--- src/rtl/ball_split_ctrl_if.sv ---
// Interface between the ball-split controller and the game logic / ball slots.
// The master modport drives hits and ready; the slave modport is the controller.
interface ball_split_ctrl_if;
   logic               startOfFrame;
   logic               hit_req;
   logic               hit_ack;
   logic signed [15:0] parent_x;
   logic signed [15:0] parent_y;
   logic signed [15:0] parent_xspeed;
   logic signed [15:0] parent_yspeed;
   logic [1:0]         parent_level;
   logic               child_ready;
   logic               child_load;
   logic               child_sel;
   logic signed [15:0] child_x;
   logic signed [15:0] child_y;
   logic signed [15:0] child_xspeed;
   logic signed [15:0] child_yspeed;
   logic [1:0]         child_level;
   logic               pop_pulse;
   logic               busy;
   logic               err_timeout;
   logic [7:0]         split_count;

   modport master (
      output startOfFrame, hit_req, parent_x, parent_y, parent_xspeed, parent_yspeed,
             parent_level, child_ready,
      input  hit_ack, child_load, child_sel, child_x, child_y, child_xspeed, child_yspeed,
             child_level, pop_pulse, busy, err_timeout, split_count
   );

   modport slave (
      input  startOfFrame, hit_req, parent_x, parent_y, parent_xspeed, parent_yspeed,
             parent_level, child_ready,
      output hit_ack, child_load, child_sel, child_x, child_y, child_xspeed, child_yspeed,
             child_level, pop_pulse, busy, err_timeout, split_count
   );
endinterface

--- src/rtl/ball_split_ctrl.sv ---
// Splits a hit ball into two smaller children loaded into ball slots one after another,
// or pops it when it is already the smallest size.
module ball_split_ctrl #(
   parameter int          X_OFFSET = 16,
   parameter int          MIN_KICK = 40,
   parameter int unsigned TIMEOUT  = 255
) (
   input logic              i_clk,
   input logic              i_reset,
   ball_split_ctrl_if.slave bus
);
   localparam int CntW = (TIMEOUT > 1) ? $clog2(TIMEOUT) : 1;
   localparam logic signed [17:0] XOff    = 18'(X_OFFSET);
   localparam logic signed [15:0] MinKick = 16'(MIN_KICK);

   typedef enum logic [2:0] {StIdle, StCapture, StLoad1, StLoad2, StPop, StCooldown} state_e;

   state_e             r_state, w_state_next;
   logic signed [15:0] r_px, r_py, r_pxs, r_pys;
   logic [1:0]         r_level;
   logic [CntW-1:0]    r_wait, w_wait_next;
   logic               r_cd_armed;
   logic               r_err;
   logic [7:0]         r_split;
   logic               w_load, w_timeout, w_in_load;

   logic signed [17:0] w_px_ext, w_x1_wide, w_x2_wide;
   logic signed [15:0] w_x1, w_x2, w_xs_neg, w_ys_abs, w_ys_mag;

   assign w_px_ext  = r_px;
   assign w_x1_wide = w_px_ext + XOff;
   assign w_x2_wide = w_px_ext - XOff;
   assign w_x1 = (w_x1_wide > 18'sd32767) ? 16'sh7fff :
                 (w_x1_wide < -18'sd32768) ? 16'sh8000 : w_x1_wide[15:0];
   assign w_x2 = (w_x2_wide < 18'sd0)     ? 16'sh0000 :
                 (w_x2_wide > 18'sd32767) ? 16'sh7fff : w_x2_wide[15:0];

   // Negating the most negative value would wrap, so it saturates instead.
   assign w_xs_neg = (r_pxs == 16'sh8000) ? 16'sh7fff : -r_pxs;
   assign w_ys_abs = (r_pys == 16'sh8000) ? 16'sh7fff : (r_pys[15] ? -r_pys : r_pys);
   assign w_ys_mag = (w_ys_abs < MinKick) ? MinKick : w_ys_abs;

   always_comb begin
      w_state_next = r_state;
      w_wait_next  = r_wait;
      w_load       = 1'b0;
      w_timeout    = 1'b0;
      unique case (r_state)
         StIdle:    if (bus.hit_req) w_state_next = StCapture;
         StCapture: begin
            w_wait_next  = '0;
            w_state_next = (r_level == 2'd0) ? StPop : StLoad1;
         end
         StLoad1, StLoad2: begin
            if (bus.child_ready) begin
               w_load       = 1'b1;
               w_wait_next  = '0;
               w_state_next = (r_state == StLoad1) ? StLoad2 : StCooldown;
            end else if (r_wait == CntW'(TIMEOUT - 1)) begin
               w_timeout    = 1'b1;
               w_state_next = StCooldown;
            end else begin
               w_wait_next = r_wait + 1'b1;
            end
         end
         StPop:      w_state_next = StCooldown;
         // The frame pulse coinciding with the entry cycle is deliberately ignored.
         StCooldown: if (r_cd_armed && bus.startOfFrame) w_state_next = StIdle;
         default:    w_state_next = StIdle;
      endcase
   end

   always_ff @(posedge i_clk or posedge i_reset) begin
      if (i_reset) begin
         r_state    <= StIdle;
         r_px       <= '0;
         r_py       <= '0;
         r_pxs      <= '0;
         r_pys      <= '0;
         r_level    <= '0;
         r_wait     <= '0;
         r_cd_armed <= 1'b0;
         r_err      <= 1'b0;
         r_split    <= '0;
      end else begin
         r_state    <= w_state_next;
         r_wait     <= w_wait_next;
         r_cd_armed <= (r_state == StCooldown);
         if (r_state == StIdle && bus.hit_req) begin
            r_px    <= bus.parent_x;
            r_py    <= bus.parent_y;
            r_pxs   <= bus.parent_xspeed;
            r_pys   <= bus.parent_yspeed;
            r_level <= bus.parent_level;
         end
         if (w_timeout) r_err <= 1'b1;
         if (w_load && r_state == StLoad2 && r_split != 8'hff) r_split <= r_split + 8'd1;
      end
   end

   // Child outputs are forced to zero outside the load states.
   assign w_in_load        = (r_state == StLoad1) || (r_state == StLoad2);
   assign bus.hit_ack      = (r_state == StCapture);
   assign bus.pop_pulse    = (r_state == StPop);
   assign bus.busy         = (r_state != StIdle);
   assign bus.child_load   = w_load;
   assign bus.child_sel    = (r_state == StLoad2);
   assign bus.child_x      = !w_in_load ? 16'sh0 : (bus.child_sel ? w_x2 : w_x1);
   assign bus.child_y      = w_in_load ? r_py : 16'sh0;
   assign bus.child_xspeed = !w_in_load ? 16'sh0 : (bus.child_sel ? w_xs_neg : r_pxs);
   assign bus.child_yspeed = w_in_load ? -w_ys_mag : 16'sh0;
   assign bus.child_level  = w_in_load ? (r_level - 2'd1) : 2'd0;
   assign bus.err_timeout  = r_err;
   assign bus.split_count  = r_split;
endmodule

--- src/flat_wrapper.sv ---
// flat-port wrapper written by rule: the top's interface ports become plain ports
module ball_split_ctrl_flat 
#(
   parameter int          X_OFFSET = 16,
   parameter int          MIN_KICK = 40,
   parameter int unsigned TIMEOUT  = 255
)
  (i_clk, i_reset, bus_startOfFrame, bus_hit_req, bus_parent_x, bus_parent_y, bus_parent_xspeed, bus_parent_yspeed, bus_parent_level, bus_child_ready, bus_hit_ack, bus_child_load, bus_child_sel, bus_child_x, bus_child_y, bus_child_xspeed, bus_child_yspeed, bus_child_level, bus_pop_pulse, bus_busy, bus_err_timeout, bus_split_count);
  ball_split_ctrl_if bus_i ();
  input logic i_clk;
  input logic i_reset;
  input wire logic [$bits(bus_i.startOfFrame)-1:0] bus_startOfFrame;
  input wire logic [$bits(bus_i.hit_req)-1:0] bus_hit_req;
  input wire logic [$bits(bus_i.parent_x)-1:0] bus_parent_x;
  input wire logic [$bits(bus_i.parent_y)-1:0] bus_parent_y;
  input wire logic [$bits(bus_i.parent_xspeed)-1:0] bus_parent_xspeed;
  input wire logic [$bits(bus_i.parent_yspeed)-1:0] bus_parent_yspeed;
  input wire logic [$bits(bus_i.parent_level)-1:0] bus_parent_level;
  input wire logic [$bits(bus_i.child_ready)-1:0] bus_child_ready;
  output wire logic [$bits(bus_i.hit_ack)-1:0] bus_hit_ack;
  output wire logic [$bits(bus_i.child_load)-1:0] bus_child_load;
  output wire logic [$bits(bus_i.child_sel)-1:0] bus_child_sel;
  output wire logic [$bits(bus_i.child_x)-1:0] bus_child_x;
  output wire logic [$bits(bus_i.child_y)-1:0] bus_child_y;
  output wire logic [$bits(bus_i.child_xspeed)-1:0] bus_child_xspeed;
  output wire logic [$bits(bus_i.child_yspeed)-1:0] bus_child_yspeed;
  output wire logic [$bits(bus_i.child_level)-1:0] bus_child_level;
  output wire logic [$bits(bus_i.pop_pulse)-1:0] bus_pop_pulse;
  output wire logic [$bits(bus_i.busy)-1:0] bus_busy;
  output wire logic [$bits(bus_i.err_timeout)-1:0] bus_err_timeout;
  output wire logic [$bits(bus_i.split_count)-1:0] bus_split_count;
  assign bus_i.startOfFrame = bus_startOfFrame;
  assign bus_i.hit_req = bus_hit_req;
  assign bus_i.parent_x = bus_parent_x;
  assign bus_i.parent_y = bus_parent_y;
  assign bus_i.parent_xspeed = bus_parent_xspeed;
  assign bus_i.parent_yspeed = bus_parent_yspeed;
  assign bus_i.parent_level = bus_parent_level;
  assign bus_i.child_ready = bus_child_ready;
  assign bus_hit_ack = bus_i.hit_ack;
  assign bus_child_load = bus_i.child_load;
  assign bus_child_sel = bus_i.child_sel;
  assign bus_child_x = bus_i.child_x;
  assign bus_child_y = bus_i.child_y;
  assign bus_child_xspeed = bus_i.child_xspeed;
  assign bus_child_yspeed = bus_i.child_yspeed;
  assign bus_child_level = bus_i.child_level;
  assign bus_pop_pulse = bus_i.pop_pulse;
  assign bus_busy = bus_i.busy;
  assign bus_err_timeout = bus_i.err_timeout;
  assign bus_split_count = bus_i.split_count;
  ball_split_ctrl #(.X_OFFSET(X_OFFSET), .MIN_KICK(MIN_KICK), .TIMEOUT(TIMEOUT)) u_core (.i_clk(i_clk), .i_reset(i_reset), .bus(bus_i));
endmodule
--- config.mk ---
export PLATFORM = sky130hd
export DESIGN_NAME = ball_split_ctrl_flat
export DESIGN_NICKNAME = d
export VERILOG_FILES = /design/src/rtl/ball_split_ctrl_if.sv /design/src/rtl/ball_split_ctrl.sv /design/src/flat_wrapper.sv
export SDC_FILE = /design/constraint.sdc
export NUM_CORES = 1
export LEC_CHECK = 0
export ABC_AREA = 1
export CAP_MARGIN = 20
export CORE_MARGIN = 2
export CORE_UTILIZATION = 50
export CTS_BUF_LIST = sky130_fd_sc_hd__clkbuf_16
export CTS_CLUSTER_DIAMETER = 120
export DETAILED_ROUTE_END_ITERATION = 12
export PLACE_DENSITY = 0.89
export SYNTH_ARGS = -nofsm -noshare
export SYNTH_HDL_FRONTEND = slang
export SYNTH_SLANG_ARGS = --single-unit
--- constraint.sdc ---
create_clock -name i_clk -period 4.37 [get_ports i_clk]
set_input_delay 0.874 -clock i_clk [delete_from_list [all_inputs] [get_ports i_clk]]
set_output_delay 0.874 -clock i_clk [all_outputs]
set_load 0.01 [all_outputs]
==> reports/metrics.yaml <==
die:
  start_util_pct: 51.5
  dieArea_sq_um: 12700
  io_pins: 151
  core_sq_um: 11500
  rows: 39
  chipHeight_um: 113
  die_width_um: 113
layout:
  antenna_cells: 0
  fin_area_sq_um: 8170
  nets: 1083
  multi_input_area_sq_um: 3300
  mostFrequentLayoutCells: "nand2_1, clkdlybuf4s50_1, nor2_1, inv_1, dfrtp_1"
  regArea_sq_um: 2180
  areaGrowthSynthToFinish_pct: 38.3
  final_util_pct: 71.2
  fin_cells: 1149
  final_common_cell: "nand2_1"
  drive_above_1_share_pct: 15.1
  fillCellCount: 887
synth:
  ys.flop_type: "dfrtp_1"
  yosysWarnings: 0
  synth_nets: 914
  avgSynthCellArea_sq_um: 7.10
  synth_area_sq_um: 5900
  synth_edf_count: 0
  ys_seq_area_share_pct: 36.9
  ys_ff_latch: 87
  syn_inst: 832
  synth.distinct_cells: 45
  ys_async_sr_fraction_pct: 100
setup_path:
  worstSetupPathType: "reg2out"
  start_kind: "flop"
  crit_family: "simple AND/OR/NAND/NOR gates"
  cpMostUsedCell: "nand2_1"
  cp.arrival_ns: 3.62
  cpPeakStageDelay_ns: 0.39
  slowest_stage: "dfrtp_1"
  critPathRequiredTime_ns: 3.50
  end_kind: "primary output"
  worstPathCellList: "inv_2, ha_4, inv_2, nor3_2, nand2_1, nand2_2, nand2_1, nand2_1, nand3_2, nor3_2, nand3_1, nor4_2, ha_1, inv_4, nand4_1, nor2_4, nand3_4, nor2_4, o21ai_0, a21oi_1, buf_2"
  path_max_fanout: 6
  path_buf_inv: 4
global_route:
  grt_max_degree: 49
  antenna_found_initial: 0
  grt-ovfl-total: 0
  grt_pass1_vias: 6034
  grt_pass1_wl_um: 27800
  grt_usage_pct: 26.6
clock_tree:
  numCtsBuffers: 9
  root_buffer: "clkbuf_16"
  cts_buffer_depth: 2
  postCtsHoldBufs: 0
  clock_latency_ns: 0.34
  cts_tree: "built"
  htreeDepth: 3
  clkSinkCount: 87
  clk_pin_slew_ns: 0.06
detailed_routing:
  route.detailed.drc: 0
  vias_per_cell: 5.34
  firstDrtPassIters: 5
  vias: 6137
  drt-total-wl_um: 17300
  routedWlPerCell_um: 15.1
  antenna_left: 0
  drt_iter0_markers: 422
min_path:
  min-delay-path-class: "reg2reg"
power_and_ir_drop:
  p_comb_share_pct: 60.2
  peakVddDrop_mv: 0.397
  clkPwrFrac_pct: 14.6
  p_per_area_nw_per_um2: 699
  internal_power_mw: 3.10
  p_sw_mw: 2.62
  power_mw: 5.71
  seq_power_share_pct: 25.3
  power.leakage_nw: 3.96
  power_switching_share_pct: 45.8
timing:
  finalCriticalPeriod_ns: 4.50
  worst_slew_pin_slew_ns: 0.644
  slew_headroom_pct: 57.0
  skew_ns: 0.00595
  timing.final.ws_setup_ns: -0.128
  report.final.slew_viol_count: 0
  timing.fmax_mhz: 222
  fin_tns_setup_ns: -0.746
  setup_viol: 9
  whs_ns: 0.470
  finalHoldViolCount: 0
  finalCritPeriodShare_pct: 103
  rsz0062_at_grt: "true"
place:
  placed_area_sq_um: 7670
  dp.cells: 1124
  pre_cts_slack_ns: -0.0852
  place_hpwl_um: 12000
  portBuffers: 150
  place.gp.congestion: 0.901
run:
  maxCapViolations: 0
run_status:
  status: "complete, but fails checks"
  violations: "setup timing"
routing by layer:
metal	up-vias	track usage, %	routed length (um)
met4	0	9.43	436
li1	3020	-	-
met3	36	6.48	1380
met1	2833	32.7	6940
met5	-	0	0
met2	248	45.6	8560
power groups by stage:
stage | Sequential (mW) | Combinational (mW) | Clock [mW]
global route | 1.48 | 3.80 | 0.872
finish | 1.44 | 3.44 | 0.832
detailed placement | 1.44 | 3.22 | 0
floorplan | 1.34 | 2.02 | 0
global placement | 1.42 | 3.16 | 0
CTS | 1.43 | 3.24 | 0.842
Yosys cell counts (2+ instances only):
cell type  count  area share, %
buf_6          4           0.76
nor4_1         3           0.32
o211ai_1       8            1.0
nand3_2       11            1.9
a21oi_1       75            6.4
a31oi_1        4           0.42
o21ai_0       45            3.8
nand2_1      145            9.2
o21ai_1        5           0.42
nand4_1       10            1.1
nand3_1       56            4.7
nor3_2         5           0.85
buf_2          7           0.59
o21ai_2        2           0.30
dfrtp_1       87             37
nor2_4         5           0.95
nor3_1        20            1.7
inv_1        106            6.7
xnor2_1        2           0.30
mux2_2         7            1.3
o31ai_1        3           0.38
ha_1          11            2.3
clkbuf_1      16            1.0
inv_2         10           0.64
nand2_2        6           0.64
or2_2          3           0.32
nor2_1       132            8.4
nor2_2         8           0.85
xor2_1        20            3.0
what timing repair did:
item                                    4_1_cts  5_1_grt
resized for setup                            55       37
setup buffers                                 4        5
endpoints found under the setup margin       15       16
pin swaps                                     8       22
flip-flops by register name, summed over array words and instances (netlist names):
name,count
u_core.r_px,16
u_core.r_pxs,16
u_core.r_py,16
u_core.r_pys,16
u_core.bus.split_count,8
u_core.r_wait,8
u_core.r_state,3
u_core.r_level,2
u_core.bus.err_timeout,1
u_core.r_cd_armed,1
worst paths after layout:
check / depth (start not counted) / start / slack (ns) / end
setup / recovery: 21 / u_core.r_pys[0]$_DFFE_PP0P_ / -0.13 / bus_child_yspeed[10]
hold / removal: 1 / u_core.bus.err_timeout$_DFFE_PP0P_ / 0.47 / u_core.bus.err_timeout$_DFFE_PP0P_
setup reg to reg: 9 / u_core.r_state[2]$_DFFE_PP0P_ / 1.82 / u_core.r_wait[2]$_DFFE_PP0P_
hold reg to reg: 1 / u_core.bus.err_timeout$_DFFE_PP0P_ / 0.47 / u_core.bus.err_timeout$_DFFE_PP0P_
max in group asynchronous: 3 / i_reset / 2.64 / u_core.r_pys[11]$_DFFE_PP0P_
min in group asynchronous: 2 / i_reset / 0.90 / u_core.r_py[2]$_DFFE_PP0P_
kinds of logic (layout without fill, tap and decap cells):
kind of cell | after synthesis | in the layout | synth area share (%)
AO/OA/AOI/OAI | 148 | 148 | 13.7
XOR/XNOR | 22 | 22 | 3.26
adder cells (fa/ha/maj) | 11 | 11 | 2.33
buffers and inverters | 147 | 321 | 10.1
flip-flops | 87 | 87 | 36.9
multiplexers | 7 | 7 | 1.34
AND/OR/NAND/NOR | 410 | 410 | 32.3
layout make-up:
cell class | instances | share of cell area [%]
Tap cell | 143 | 2.19
Clock buffer | 9 | 2.76
Multi-Input combinational cell | 598 | 40.4
Sequential cell | 87 | 26.7
Timing Repair Buffer | 187 | 21.4
Inverter | 118 | 5.53
Clock inverter | 7 | 1.07
worst register-to-register path, cell delays in order, from the launching register on:
cell	delay [ns]
dfrtp_1	0.48
nor2_4	0.56
inv_2	0.45
nor2_4	0.27
inv_2	0.09
o22ai_4	0.21
inv_2	0.10
nand2_2	0.08
xor2_1	0.15
nor2_1	0.05
Power figures use the tool's default switching activity.
